$ cat config.mk
export PLATFORM = sky130hd
export DESIGN_NAME = fast_controls_gen_flat
export DESIGN_NICKNAME = d
export VERILOG_FILES = /design/src/rtl/fast_controls_gen_if.sv /design/src/rtl/fast_controls_gen.sv /design/src/flat_wrapper.sv
export SDC_FILE = /design/constraint.sdc
export NUM_CORES = 1
export LEC_CHECK = 0
export CORE_MARGIN = 4
export CORE_UTILIZATION = 30
export DETAILED_ROUTE_END_ITERATION = 10
export GPL_TIMING_DRIVEN = 0
export PLACE_DENSITY = 0.59
export SETUP_SLACK_MARGIN = 0.3
export SLEW_MARGIN = 40
export SYNTH_ARGS = -nofsm -noshare
export SYNTH_HDL_FRONTEND = slang
export SYNTH_SLANG_ARGS = --single-unit
export TNS_END_PERCENT = 10
$ cat constraint.sdc
create_clock -name clk -period 5.25 [get_ports clk]
set_input_delay 1.05 -clock clk [delete_from_list [all_inputs] [get_ports clk]]
set_output_delay 1.05 -clock clk [all_outputs]
set_load 0.05 [all_outputs]
$ cat src/rtl/fast_controls_gen_if.sv
// ---------------------------------------------------------------------------
// fast_controls_gen_if
//   Control/status bundle of the fast-control link generator.
//   master : the controller side (drives enable/BX/orbit/reset-request,
//            observes the RJ-45 lines and status)
//   slave  : the generator itself (fast_controls_gen)
//   Signals:
//     enable_in        1 = start/continue generating orbits
//     wte_bx_in        BX of the first WTE cycle
//     n_orbits_in      orbits to generate, 0 = free-run
//     reset_req_in     rising edge requests an aux reset pulse
//     qie_reset_n_out  QIE reset, active-low
//     wte_out          WTE, active-high
//     reset_out        aux reset, active-high
//     bx_out           current BX
//     orbit_cnt_out    completed orbits (saturating)
//     busy_out         generator in RUN or RST
// ---------------------------------------------------------------------------
interface fast_controls_gen_if;
    logic        enable_in;
    logic [11:0] wte_bx_in;
    logic [15:0] n_orbits_in;
    logic        reset_req_in;
    logic        qie_reset_n_out;
    logic        wte_out;
    logic        reset_out;
    logic [11:0] bx_out;
    logic [15:0] orbit_cnt_out;
    logic        busy_out;

    modport master (
        output enable_in, wte_bx_in, n_orbits_in, reset_req_in,
        input  qie_reset_n_out, wte_out, reset_out, bx_out, orbit_cnt_out, busy_out
    );

    modport slave (
        input  enable_in, wte_bx_in, n_orbits_in, reset_req_in,
        output qie_reset_n_out, wte_out, reset_out, bx_out, orbit_cnt_out, busy_out
    );
endinterface

$ cat src/rtl/fast_controls_gen.sv
// ---------------------------------------------------------------------------
// fast_controls_gen
//   Transmit end of the RJ-45 fast-control link. Runs a BX/orbit counter and
//   places QIE reset (active-low, BX 0..QRST_WIDTH-1), WTE (programmable BX)
//   and a timed aux reset pulse, for a fixed number of orbits or free-running.
//   Ports:
//     clk       fast-control clock
//     reset_in  asynchronous active-high reset
//     fc        fast_controls_gen_if.slave (control inputs, link outputs)
// ---------------------------------------------------------------------------
module fast_controls_gen #(
    parameter int unsigned ORBIT_LEN  = 3564,
    parameter int unsigned QRST_WIDTH = 4,
    parameter int unsigned WTE_WIDTH  = 1,
    parameter int unsigned RST_WIDTH  = 40
) (
    input  logic                 clk,
    input  logic                 reset_in,
    fast_controls_gen_if.slave   fc
);

    localparam int unsigned RCW = (RST_WIDTH > 1) ? $clog2(RST_WIDTH) : 1;

    typedef enum logic [1:0] {IDLE, RUN, RST, DONE} state_t;

    state_t          state, state_n;
    logic [11:0]     bx, bx_n;
    logic [15:0]     orbit_cnt, orbit_cnt_n;
    logic [15:0]     n_lat, n_lat_n;
    logic [11:0]     wte_lat, wte_lat_n;
    logic [RCW-1:0]  rst_cnt, rst_cnt_n;
    logic            req_d;
    logic            req_edge;
    logic            wrap;
    logic            qie_n_n, wte_n, rst_out_n, busy_n;

    assign req_edge = fc.reset_req_in & ~req_d;
    assign wrap     = (bx == 12'(ORBIT_LEN - 1));

    always_comb begin
        state_n     = state;
        bx_n        = bx;
        orbit_cnt_n = orbit_cnt;
        n_lat_n     = n_lat;
        wte_lat_n   = wte_lat;
        rst_cnt_n   = rst_cnt;

        // A reset request aborts everything except an ongoing RST.
        if (req_edge && state != RST) begin
            state_n     = RST;
            bx_n        = '0;
            orbit_cnt_n = '0;
            rst_cnt_n   = '0;
        end else begin
            case (state)
                IDLE: begin
                    if (fc.enable_in) begin
                        state_n     = RUN;
                        bx_n        = '0;
                        orbit_cnt_n = '0;
                        n_lat_n     = fc.n_orbits_in;
                        wte_lat_n   = fc.wte_bx_in;
                    end
                end
                RUN: begin
                    if (wrap) begin
                        bx_n        = '0;
                        orbit_cnt_n = (orbit_cnt == '1) ? orbit_cnt : orbit_cnt + 16'd1;
                        wte_lat_n   = fc.wte_bx_in;
                        if (n_lat != '0 && orbit_cnt_n == n_lat) begin
                            state_n = DONE;
                        end else if (!fc.enable_in) begin
                            state_n     = IDLE;
                            orbit_cnt_n = '0;
                        end
                    end else begin
                        bx_n = bx + 12'd1;
                    end
                end
                RST: begin
                    if (rst_cnt == RCW'(RST_WIDTH - 1)) begin
                        bx_n        = '0;
                        orbit_cnt_n = '0;
                        if (fc.enable_in) begin
                            state_n   = RUN;
                            n_lat_n   = fc.n_orbits_in;
                            wte_lat_n = fc.wte_bx_in;
                        end else begin
                            state_n = IDLE;
                        end
                    end else begin
                        rst_cnt_n = rst_cnt + RCW'(1);
                    end
                end
                DONE: begin
                    if (!fc.enable_in) begin
                        state_n     = IDLE;
                        orbit_cnt_n = '0;
                    end
                end
                default: state_n = IDLE;
            endcase
        end
    end

    // Output decode from next-state values so the registered lines align
    // with the registered bx_out. bx_n never exceeds ORBIT_LEN-1, so the
    // WTE window is naturally truncated at the orbit end and a start BX
    // beyond the orbit never matches.
    always_comb begin
        qie_n_n   = 1'b1;
        wte_n     = 1'b0;
        rst_out_n = (state_n == RST);
        busy_n    = (state_n == RUN) || (state_n == RST);
        if (state_n == RUN) begin
            qie_n_n = !(32'(bx_n) < QRST_WIDTH);
            wte_n   = (32'(bx_n) >= 32'(wte_lat_n)) &&
                      (32'(bx_n) <  32'(wte_lat_n) + WTE_WIDTH);
        end
    end

    always_ff @(posedge clk or posedge reset_in) begin
        if (reset_in) begin
            state              <= IDLE;
            bx                 <= '0;
            orbit_cnt          <= '0;
            n_lat              <= '0;
            wte_lat            <= '0;
            rst_cnt            <= '0;
            req_d              <= 1'b0;
            fc.qie_reset_n_out <= 1'b1;
            fc.wte_out         <= 1'b0;
            fc.reset_out       <= 1'b0;
            fc.busy_out        <= 1'b0;
        end else begin
            state              <= state_n;
            bx                 <= bx_n;
            orbit_cnt          <= orbit_cnt_n;
            n_lat              <= n_lat_n;
            wte_lat            <= wte_lat_n;
            rst_cnt            <= rst_cnt_n;
            req_d              <= fc.reset_req_in;
            fc.qie_reset_n_out <= qie_n_n;
            fc.wte_out         <= wte_n;
            fc.reset_out       <= rst_out_n;
            fc.busy_out        <= busy_n;
        end
    end

    assign fc.bx_out        = bx;
    assign fc.orbit_cnt_out = orbit_cnt;

endmodule

$ cat src/flat_wrapper.sv
// flat-port wrapper written by rule: the top's interface ports become plain ports
module fast_controls_gen_flat 
#(
    parameter int unsigned ORBIT_LEN  = 3564,
    parameter int unsigned QRST_WIDTH = 4,
    parameter int unsigned WTE_WIDTH  = 1,
    parameter int unsigned RST_WIDTH  = 40
)
  (clk, reset_in, fc_enable_in, fc_wte_bx_in, fc_n_orbits_in, fc_reset_req_in, fc_qie_reset_n_out, fc_wte_out, fc_reset_out, fc_bx_out, fc_orbit_cnt_out, fc_busy_out);
  fast_controls_gen_if fc_i ();
  input  logic clk;
  input  logic reset_in;
  input wire logic [$bits(fc_i.enable_in)-1:0] fc_enable_in;
  input wire logic [$bits(fc_i.wte_bx_in)-1:0] fc_wte_bx_in;
  input wire logic [$bits(fc_i.n_orbits_in)-1:0] fc_n_orbits_in;
  input wire logic [$bits(fc_i.reset_req_in)-1:0] fc_reset_req_in;
  output wire logic [$bits(fc_i.qie_reset_n_out)-1:0] fc_qie_reset_n_out;
  output wire logic [$bits(fc_i.wte_out)-1:0] fc_wte_out;
  output wire logic [$bits(fc_i.reset_out)-1:0] fc_reset_out;
  output wire logic [$bits(fc_i.bx_out)-1:0] fc_bx_out;
  output wire logic [$bits(fc_i.orbit_cnt_out)-1:0] fc_orbit_cnt_out;
  output wire logic [$bits(fc_i.busy_out)-1:0] fc_busy_out;
  assign fc_i.enable_in = fc_enable_in;
  assign fc_i.wte_bx_in = fc_wte_bx_in;
  assign fc_i.n_orbits_in = fc_n_orbits_in;
  assign fc_i.reset_req_in = fc_reset_req_in;
  assign fc_qie_reset_n_out = fc_i.qie_reset_n_out;
  assign fc_wte_out = fc_i.wte_out;
  assign fc_reset_out = fc_i.reset_out;
  assign fc_bx_out = fc_i.bx_out;
  assign fc_orbit_cnt_out = fc_i.orbit_cnt_out;
  assign fc_busy_out = fc_i.busy_out;
  fast_controls_gen #(.ORBIT_LEN(ORBIT_LEN), .QRST_WIDTH(QRST_WIDTH), .WTE_WIDTH(WTE_WIDTH), .RST_WIDTH(RST_WIDTH)) u_core (.clk(clk), .reset_in(reset_in), .fc(fc_i));
endmodule
==> impl_metrics.env, run 1 <==
export IMPL_cts_sinks=69
export IMPL_yosys_area_top_type="dfrtp_1"
export IMPL_leakage_nw=2.52
export IMPL_yosys_top_cells_count="dfrtp_1, nor2_1, ha_1"
export IMPL_cap_violations=0
export IMPL_hold_viol=0
export IMPL_rrSetupSlack_ps=800
export IMPL_critPathLaunch="fc_enable_in"
export IMPL_grtUsageMet1_pct=18.4
export IMPL_slew_headroom_pct=53.7
export IMPL_grt_pass1_vias=4560
export IMPL_fin_crit_ps=4610
export IMPL_path_class="in -> reg"
export IMPL_netlist_area_um2=4870
export IMPL_r2r_end="u_core.fc.wte_out"
export IMPL_synth_warnings=0
export IMPL_critPathCaptureType="flip-flop"
export IMPL_antenna_left=0
export IMPL_synthTopCellsByArea="dfrtp_1, ha_1, mux2i_1"
export IMPL_cp_start_kind="primary input"
export IMPL_async_reset_ff_share_pct=100
export IMPL_syn_to_final_growth_pct=26.3
export IMPL_postCtsHoldBufs=0
export IMPL_synth_edf_count=0
export IMPL_tightest_slew_ps=692
export IMPL_cp_max_fo=10
export IMPL_die_h_um=135
export IMPL_grt_pass1_wl_um=22700
export IMPL_initial_core_util_pct=30.7
export IMPL_core_um2=15900
export IMPL_r2r_cells=20
export IMPL_die_w_um=135
export IMPL_drt_iter0_markers=279
export IMPL_yosys_cell_count_top_type="dfrtp_1"
export IMPL_min_period_over_period_pct=87.9
export IMPL_holdCritPathClass="reg -> reg"
export IMPL_grt_start_max_net_pins=36
export IMPL_placed_cell_area_um2=5800
export IMPL_synth_ff_type="dfrtp_1"
export IMPL_dieArea_um2=18400
export IMPL_ir_worst_vdd_v=0.000225
export IMPL_design_area_um2=6160
export IMPL_grt_use_met2_pct=27.0
export IMPL_crit_required_ps=5460
export IMPL_drv_slew=0
export IMPL_viasPerCell=5.26
export IMPL_num_io_pins=64
export IMPL_drive_above_1_share_pct=13.0
export IMPL_synth_fp_nets=593
export IMPL_cts_clk_slew_worst_paths_ps=50
export IMPL_pwr_density_cell_nw_per_um2=404
export IMPL_portBuffers=63
export IMPL_synth_seq_area_share_pct=35.4
export IMPL_max_clock_freq_mhz=217
export IMPL_yosys_register_bits=69
export IMPL_skew_ps=8.06
export IMPL_grt_overflow=0
export IMPL_antenna_found_initial=0
export IMPL_syn_area_per_cell_um2=9.18
export IMPL_gp_congestion=0.887
export IMPL_grt_usage_pct=15.4
export IMPL_vias=4379
export IMPL_cts_buffers=9
export IMPL_cts_tree="yes"
export IMPL_final_cells=832
export IMPL_status="complete, no violations"
export IMPL_setup_violations_final=0
export IMPL_netlist_instances=531
export IMPL_dp_cells=811
export IMPL_rows=46
export IMPL_dpl_hpwl_um=10600
export IMPL_clk_latency_ps=340
export IMPL_critPathArrivalTime_ps=4820
export IMPL_drc=0
export IMPL_wl_um=13600
export IMPL_nNetsFinal=673
export IMPL_cts_buffer_depth=2
export IMPL_worstReg2RegStart="u_core.fc.bx_out[4]"
export IMPL_clock_root_buffer="clkbuf_16"
export IMPL_top_usage_layer="met2"
export IMPL_antennaDiodeCount=0
export IMPL_synth_top_area_share_pct=34.9
export IMPL_met3_usage_pct=4.09
export IMPL_h_tree_depth=3
export IMPL_synth_cell_types=63
export IMPL_drtPass1Iterations=5
export IMPL_rsz0062_at_grt="no"
export IMPL_crit_path_end="u_core.fc.wte_out"
export IMPL_wl_per_cell_um=16.3
state kept, by name, summed over array words and instances, names as in the netlist:
signal,count
u_core.fc.qie_reset_n_out,1
u_core.rst_cnt,6
u_core.wte_lat,12
u_core.req_d,1
u_core.fc.orbit_cnt_out,16
u_core.state,2
u_core.fc.bx_out,12
u_core.fc.wte_out,1
u_core.n_lat,16
u_core.fc.reset_out,1
u_core.fc.busy_out,1
worst min path at each step:
stage	startpoint	end	slack [ps]	depth (start not counted)
floorplan	u_core.rst_cnt[1]	u_core.rst_cnt[1]	500	2
global placement	u_core.rst_cnt[1]	u_core.rst_cnt[1]	520	2
detailed placement	u_core.rst_cnt[1]	u_core.rst_cnt[1]	530	2
CTS	u_core.rst_cnt[1]	u_core.rst_cnt[1]	550	2
global route	u_core.wte_lat[8]	u_core.wte_lat[8]	570	1
finish	u_core.rst_cnt[5]	u_core.rst_cnt[5]	550	2
power breakdown:
| part | internal, W | switching (W) | total (W) |
|---|---|---|---|
| clock | 0.000345 | 0.000227 | 0.000572 |
| sequential | 0.000686 | 0.000144 | 0.000831 |
| combinational | 0.000477 | 0.000605 | 0.00108 |
| total | 0.00151 | 0.000977 | 0.00249 |
critical path: stages:
cell	delay [ps]
clkdlybuf4s50_1	600
nand3b_1	170
a21oi_4	270
clkbuf_4	310
mux2i_1	130
inv_1	110
ha_1	230
nand3_1	90
mux2i_1	250
o21ai_2	150
nor2b_1	160
xnor2_1	80
ha_1	320
o2111ai_1	120
a21o_1	170
a21oi_1	170
nor3_1	70
o311a_1	360
final cells by class:
type	count	area (um2)
clock inverters	3	20.0
repair buffers	69	688
flip-flops and latches	69	1730
well taps	216	270
clock buffers	13	260
multi-input cells	405	2940
fillers	1623	9730
inverters	27	106
plain buffers	30	146
through the flow:
| step | utilization (%) | hold WS, ps | TNS [ps] | worst slack, ps | total power [W] |
|---|---|---|---|---|---|
| after floorplan | - | 499 | 0 | 823 | 0.00160 |
| after global placement | 36.4 | 521 | -282 | -282 | 0.00187 |
| after detailed placement | 36.5 | 534 | -321 | -321 | 0.00190 |
| after CTS | 38.4 | 548 | 0 | 306 | 0.00249 |
| after global routing | 38.8 | 571 | 0 | 384 | 0.00269 |
| final | 38.8 | 546 | 0 | 637 | 0.00249 |
logic make-up after synthesis:
| kind of cell | Yosys count | share of synthesized area, % |
|---|---|---|
| compound gates | 117 | 16.4 |
| mux | 41 | 8.91 |
| buf+inv | 57 | 5.03 |
| flops | 69 | 35.4 |
| xor+xnor | 26 | 4.67 |
| fa+ha+maj | 30 | 7.70 |
| simple gates | 191 | 21.9 |
layout by cell type, fill, tap and decap left out, drive strengths merged, types with 23 or more instances in the layout:
cell and n:
a31oi 23, ha 30, clkdlybuf4s50 63, nand3 28, clkbuf 29, inv 27
nor2 33, dfrtp 68, nand2 29, o21ai 28
layer usage:
metal / part of all wire [%] / up-vias
li1: - / 2135
met1: 44 / 2119
met2: 51 / 112
met3: 4.4 / 13
met4: 1.1 / 0
met5: 0 / -
timing repair:
action | 4_1_cts | 5_1_grt
pin swaps | 0 | 1
setup endpoints to repair | 1 | 1
setup buffers | 0 | 5
gates resized for setup | 2 | 5
(Power assumes the default switching activity.)
==> run 2, diff against run 1 <==
- GPL_TIMING_DRIVEN: 0 -> unset
==> run 2 against run 1 <==
Critical endpoint unchanged. First-iteration DRC count shrank 23%. Sequential power rose by 2%. Count of clock-buffer cells in the layout down 3. Worst setup slack gained 310 ps. Register-to-register slack improved by 230 ps. Non-clock buffer count fell by 30. Critical path depth is 1 lower. Critical path type unchanged. Largest cell class unchanged. Power is 4.3% higher.
==> impl_metrics.env, run 2 (synthesis results as in run 1) <==
export IMPL_portBuffers=63
export IMPL_grt_start_max_net_pins=36
export IMPL_drtPass1Iterations=6
export IMPL_grt_usage_pct=14.5
export IMPL_tightest_slew_ps=773
export IMPL_cap_violations=0
export IMPL_worstReg2RegStart="u_core.fc.bx_out[0]"
export IMPL_gp_congestion=0.889
export IMPL_wl_per_cell_um=16.1
export IMPL_dieArea_um2=18400
export IMPL_clk_latency_ps=340
export IMPL_clock_root_buffer="clkbuf_16"
export IMPL_r2r_end="u_core.fc.wte_out"
export IMPL_grtUsageMet1_pct=18.0
export IMPL_pwr_share_clk_pct=27.4
export IMPL_nNetsFinal=643
export IMPL_rrSetupSlack_ps=1030
export IMPL_comb_power_share_pct=40.0
export IMPL_r2r_cells=19
export IMPL_path_class="in -> reg"
export IMPL_crit_path_end="u_core.fc.wte_out"
export IMPL_leakage_nw=2.44
export IMPL_met3_usage_pct=3.64
export IMPL_crit_required_ps=5460
export IMPL_finalWorstSetupSlack_ps=952
export IMPL_fin_crit_ps=4300
export IMPL_status="complete, no violations"
export IMPL_grt_pass1_vias=4288
export IMPL_syn_to_final_growth_pct=23.8
export IMPL_top_usage_layer="met2"
export IMPL_critPathArrivalTime_ps=4510
export IMPL_dp_cells=786
export IMPL_final_cells=802
export IMPL_critPathCaptureType="flip-flop"
export IMPL_core_um2=15900
export IMPL_drive_above_1_share_pct=11.1
export IMPL_cts_tree="yes"
export IMPL_die_h_um=135
export IMPL_max_clock_freq_mhz=233
export IMPL_rsz0062_at_grt="no"
export IMPL_cp_start_kind="primary input"
export IMPL_vias=4281
export IMPL_intPower_w=0.00162
export IMPL_initial_core_util_pct=30.7
export IMPL_dp_slack_ps=588
export IMPL_skew_ps=8.07
export IMPL_antenna_found_initial=0
export IMPL_antenna_left=0
export IMPL_power_switching_share_pct=37.3
export IMPL_drv_slew=0
export IMPL_final_common_cell="dfrtp_1"
export IMPL_cts_sinks=69
export IMPL_rows=46
export IMPL_grt_use_met2_pct=24.7
export IMPL_cts_resized=0
export IMPL_die_w_um=135
export IMPL_p_seq_share_pct=32.7
export IMPL_grt_overflow=0
export IMPL_power_switching_w=0.000968
export IMPL_setup_tns_ps=0
export IMPL_postCtsHoldBufs=0
export IMPL_drc=0
export IMPL_cts_buffer_depth=2
export IMPL_setup_violations_final=0
export IMPL_slew_headroom_pct=48.3
export IMPL_critPathLaunch="fc_enable_in"
export IMPL_viasPerCell=5.34
export IMPL_post_cts_buffers=0
export IMPL_wl_um=12900
export IMPL_cts_buffers=9
export IMPL_cts_clk_slew_worst_paths_ps=50
export IMPL_dpl_hpwl_um=9810
export IMPL_hold_viol=0
export IMPL_mostFrequentLayoutCells="dfrtp_1, clkdlybuf4s50_1, nor2_1, ha_1, nand2_1"
export IMPL_final_util_pct=38.0
export IMPL_pwr_density_cell_nw_per_um2=430
export IMPL_cp_max_fo=7
export IMPL_antennaDiodeCount=0
export IMPL_drt_iter0_markers=215
export IMPL_min_period_over_period_pct=81.9
export IMPL_h_tree_depth=3
export IMPL_holdCritPathClass="reg -> reg"
export IMPL_ir_worst_vdd_v=0.000237
export IMPL_num_io_pins=64
export IMPL_grt_pass1_wl_um=21400
==> run 2: area by class of cell <==
type,instances,area [um2]
Fill cell,1651,9850
Multi-Input combinational cell,405,2910
Sequential cell,69,1730
Timing Repair Buffer,69,676
Tap cell,216,270
Clock buffer,10,239
Clock inverter,6,110
Inverter,27,103
==> run 2: worst min-delay path by stage <==
stage / startpoint / endpoint / slack [ps] / cells past startpoint
floorplan: u_core.rst_cnt[1] / u_core.rst_cnt[1] / 500 / 2
global placement: u_core.wte_lat[5] / u_core.wte_lat[5] / 520 / 1
finish: u_core.wte_lat[5] / u_core.wte_lat[5] / 550 / 1
detailed placement: u_core.rst_cnt[1] / u_core.rst_cnt[1] / 540 / 2
CTS: u_core.wte_lat[5] / u_core.wte_lat[5] / 560 / 1
global route: u_core.wte_lat[5] / u_core.wte_lat[5] / 570 / 1
==> run 2: routing by layer <==
layer	up-vias	part of all wire, %
met2	123	49
met3	17	5.0
met5	-	0
met1	2073	44
met4	0	1.4
li1	2068	-
==> run 2: power groups by stage <==
stage / combinational [W] / sequential (W) / clock [W]
finish: 0.00104 / 0.000847 / 0.000710
global route: 0.00118 / 0.000868 / 0.000754
CTS: 0.00105 / 0.000848 / 0.000731
detailed placement: 0.00104 / 0.000856 / 0
global placement: 0.00102 / 0.000849 / 0
floorplan: 0.000760 / 0.000840 / 0
==> run 2: critical path, cell delays in order <==
cell and delay (ps):
clkdlybuf4s50_1 590, nand3b_1 130, a21oi_2 300, mux2i_1 280, inv_1 110, ha_1 250, nand3_1 90, mux2i_1 90
o21ai_0 230, nor2b_1 120, xnor2_1 150, ha_1 300, o2111ai_1 110, a21o_1 170, a21oi_1 120, nor3_1 60
o311a_1 360
==> run 2: per-stage QoR <==
stage | area [um2] | hold slack, ps | power (W)
after floorplan | 4870 | 499 | 0.00160
after global placement | 5680 | 523 | 0.00186
after detailed placement | 5680 | 544 | 0.00190
after CTS | 6030 | 556 | 0.00263
after global routing | 6030 | 574 | 0.00281
final | 6030 | 552 | 0.00259
==> run 3, diff against run 2 <==
- clock period: 5.25 -> 4.1 ns (I/O delays scaled with it)
==> run 3 against run 2 <==
Wire length rose by 5.2%. Sequential share of layout area decreased by 1.4 points. Global-route usage up 0.72 points. Critical path type unchanged.
==> impl_metrics.env, run 3 (synthesis results as in run 1) <==
export IMPL_grt_pass1_vias=4363
export IMPL_cp_num_cells=14
export IMPL_path_class="in -> reg"
export IMPL_rsz0062_at_grt="yes"
export IMPL_clk_latency_ps=340
export IMPL_r2r_end="u_core.fc.reset_out"
export IMPL_viasPerCell=5.27
export IMPL_cts_buffers=9
export IMPL_dieArea_um2=18400
export IMPL_cts_buffer_depth=2
export IMPL_grt_usage_pct=15.2
export IMPL_min_period_over_period_pct=89.7
export IMPL_mostFrequentLayoutCells="clkdlybuf4s50_1, dfrtp_1, buf_4, nor2_1, nand2_1"
export IMPL_multi_input_area_um2=3040
export IMPL_initial_core_util_pct=30.7
export IMPL_finalWorstSetupSlack_ps=422
export IMPL_r2r_cells=10
export IMPL_grt_pass1_wl_um=22500
export IMPL_final_common_cell="clkdlybuf4s50_1"
export IMPL_max_clock_freq_mhz=272
export IMPL_crit_required_ps=4370
export IMPL_seq_area_um2=1740
export IMPL_drive_above_1_share_pct=19.4
export IMPL_critPathLaunch="fc_enable_in"
export IMPL_rows=46
export IMPL_vias=4403
export IMPL_nNetsFinal=677
export IMPL_slowest_delay_ps=500
export IMPL_cp_start_kind="primary input"
export IMPL_critPathBufInv=2
export IMPL_holdCritPathClass="reg -> reg"
export IMPL_cts_tree="yes"
export IMPL_skew_ps=7.41
export IMPL_slew_headroom_pct=51.8
export IMPL_crit_slowest_cell="clkdlybuf4s50_1"
export IMPL_setup_violations_final=0
export IMPL_antennaDiodeCount=0
export IMPL_core_um2=15900
export IMPL_drt_iter0_markers=254
export IMPL_cp_top_family="compound AO/OA/AOI/OAI gates"
export IMPL_die_w_um=135
export IMPL_die_h_um=135
export IMPL_hold_viol=0
export IMPL_ir_worst_vdd_v=0.000310
export IMPL_drv_slew=0
export IMPL_leakage_nw=2.63
export IMPL_drc=0
export IMPL_worstReg2RegStart="u_core.fc.orbit_cnt_out[0]"
export IMPL_grt_overflow=0
export IMPL_cap_violations=0
export IMPL_dpl_hpwl_um=10200
export IMPL_setup_tns_ps=0
export IMPL_crit_path_end="u_core.fc.wte_out"
export IMPL_fin_total_pwr_w=0.00334
export IMPL_wl_um=13600
export IMPL_drtPass1Iterations=6
export IMPL_dp_slack_ps=32.0
export IMPL_syn_to_final_growth_pct=31.0
export IMPL_fin_crit_ps=3680
export IMPL_gp_congestion=0.890
export IMPL_nFillCells=1581
export IMPL_antenna_found_initial=0
export IMPL_h_tree_depth=3
export IMPL_status="complete, no violations"
export IMPL_antenna_left=0
export IMPL_critPathArrivalTime_ps=3940
export IMPL_pwr_density_cell_nw_per_um2=523
export IMPL_num_io_pins=64
export IMPL_cts_clk_slew_worst_paths_ps=50
export IMPL_cp_max_fo=12
export IMPL_rrSetupSlack_ps=430
export IMPL_portBuffers=63
export IMPL_tightest_slew_ps=723
export IMPL_cts_sinks=69
export IMPL_wl_per_cell_um=16.3
export IMPL_clock_root_buffer="clkbuf_16"
export IMPL_cp_cell_sequence="clkdlybuf4s50_1 -> nand3b_1 -> a21oi_4 -> buf_6 -> mux2_2 -> nand3_1 -> nor2_1 -> xnor2_1 -> ha_1 -> a21o_1 -> a211oi_1 -> a21oi_2 -> nor3_1 -> o311a_1"
export IMPL_critPathCaptureType="flip-flop"
export IMPL_grt_start_max_net_pins=37
## run 3: cell types whose count changed in the layout (fill, tap and decap cells not counted), moves of 3 or more
cell / before / now
dfrtp_2: 0 / 10
nand3_2: 1 / 4
buf_4: 6 / 38
nand3_1: 27 / 24
dfrtp_1: 68 / 58
## run 3: timing repair
item	CTS	global route
hold buffers	0	0
hold endpoints to repair	0	0
setup buffers	0	13
gates resized for setup	0	10
cloned	0	0
pin swaps	2	7
endpoints found under the setup margin	1	5
## run 3: worst register-to-register path, stage by stage, from the launching register on
cell       delay [ps]
dfrtp_1           480
ha_1              320
and3_1            310
a311oi_2          390
nor3_1            120
a2111oi_2         480
o2111ai_1         300
o41ai_4           300
nor2_1            110
or4_1             490
ha_1              230
## run 3: worst min path at each step
| stage | to | start | cells past startpoint |
|---|---|---|---|
| 2_1_floorplan | u_core.rst_cnt[1] | u_core.rst_cnt[1] | 2 |
| 3_3_place_gp | u_core.rst_cnt[1] | u_core.rst_cnt[1] | 2 |
| 3_5_place_dp | u_core.wte_lat[8] | u_core.wte_lat[8] | 1 |
| 4_1_cts | u_core.wte_lat[8] | u_core.wte_lat[8] | 1 |
| 5_1_grt | u_core.wte_lat[8] | u_core.wte_lat[8] | 1 |
| 6_report | u_core.rst_cnt[5] | u_core.rst_cnt[5] | 2 |
## run 3: per-layer routing
| metal | track usage [%] | vias up | wire, um |
|---|---|---|---|
| met1 | 19.4 | 2153 | 6110 |
| met4 | 4.65 | 0 | 276 |
| li1 | - | 2147 | - |
| met5 | 0 | - | 0 |
| met2 | 25.5 | 84 | 6690 |
| met3 | 3.53 | 19 | 521 |
## run 3: area by class of cell
class / count / area share (%)
Tap cell: 216 / 4.23
Clock inverter: 5 / 0.784
Clock buffer: 11 / 3.80
Inverter: 27 / 1.59
Sequential cell: 69 / 27.3
Timing Repair Buffer: 103 / 14.7
Multi-Input combinational cell: 405 / 47.6
## run 3: stage by stage
step	hold slack [ps]	cells	instance area, um2	utilization [%]
after CTS	560	823	6220	39.2
after global routing	570	836	6380	40.2
final	552	836	6380	40.2
after global placement	522	807	5930	37.3
after detailed placement	545	807	5930	37.3
after floorplan	499	531	4980	-
## run 3: where the power goes
| group | internal (W) | switching (W) | leakage (nW) |
|---|---|---|---|
| clock | 0.000483 | 0.000288 | 0.149 |
| sequential | 0.000880 | 0.000212 | 0.867 |
| combinational | 0.000689 | 0.000788 | 1.61 |
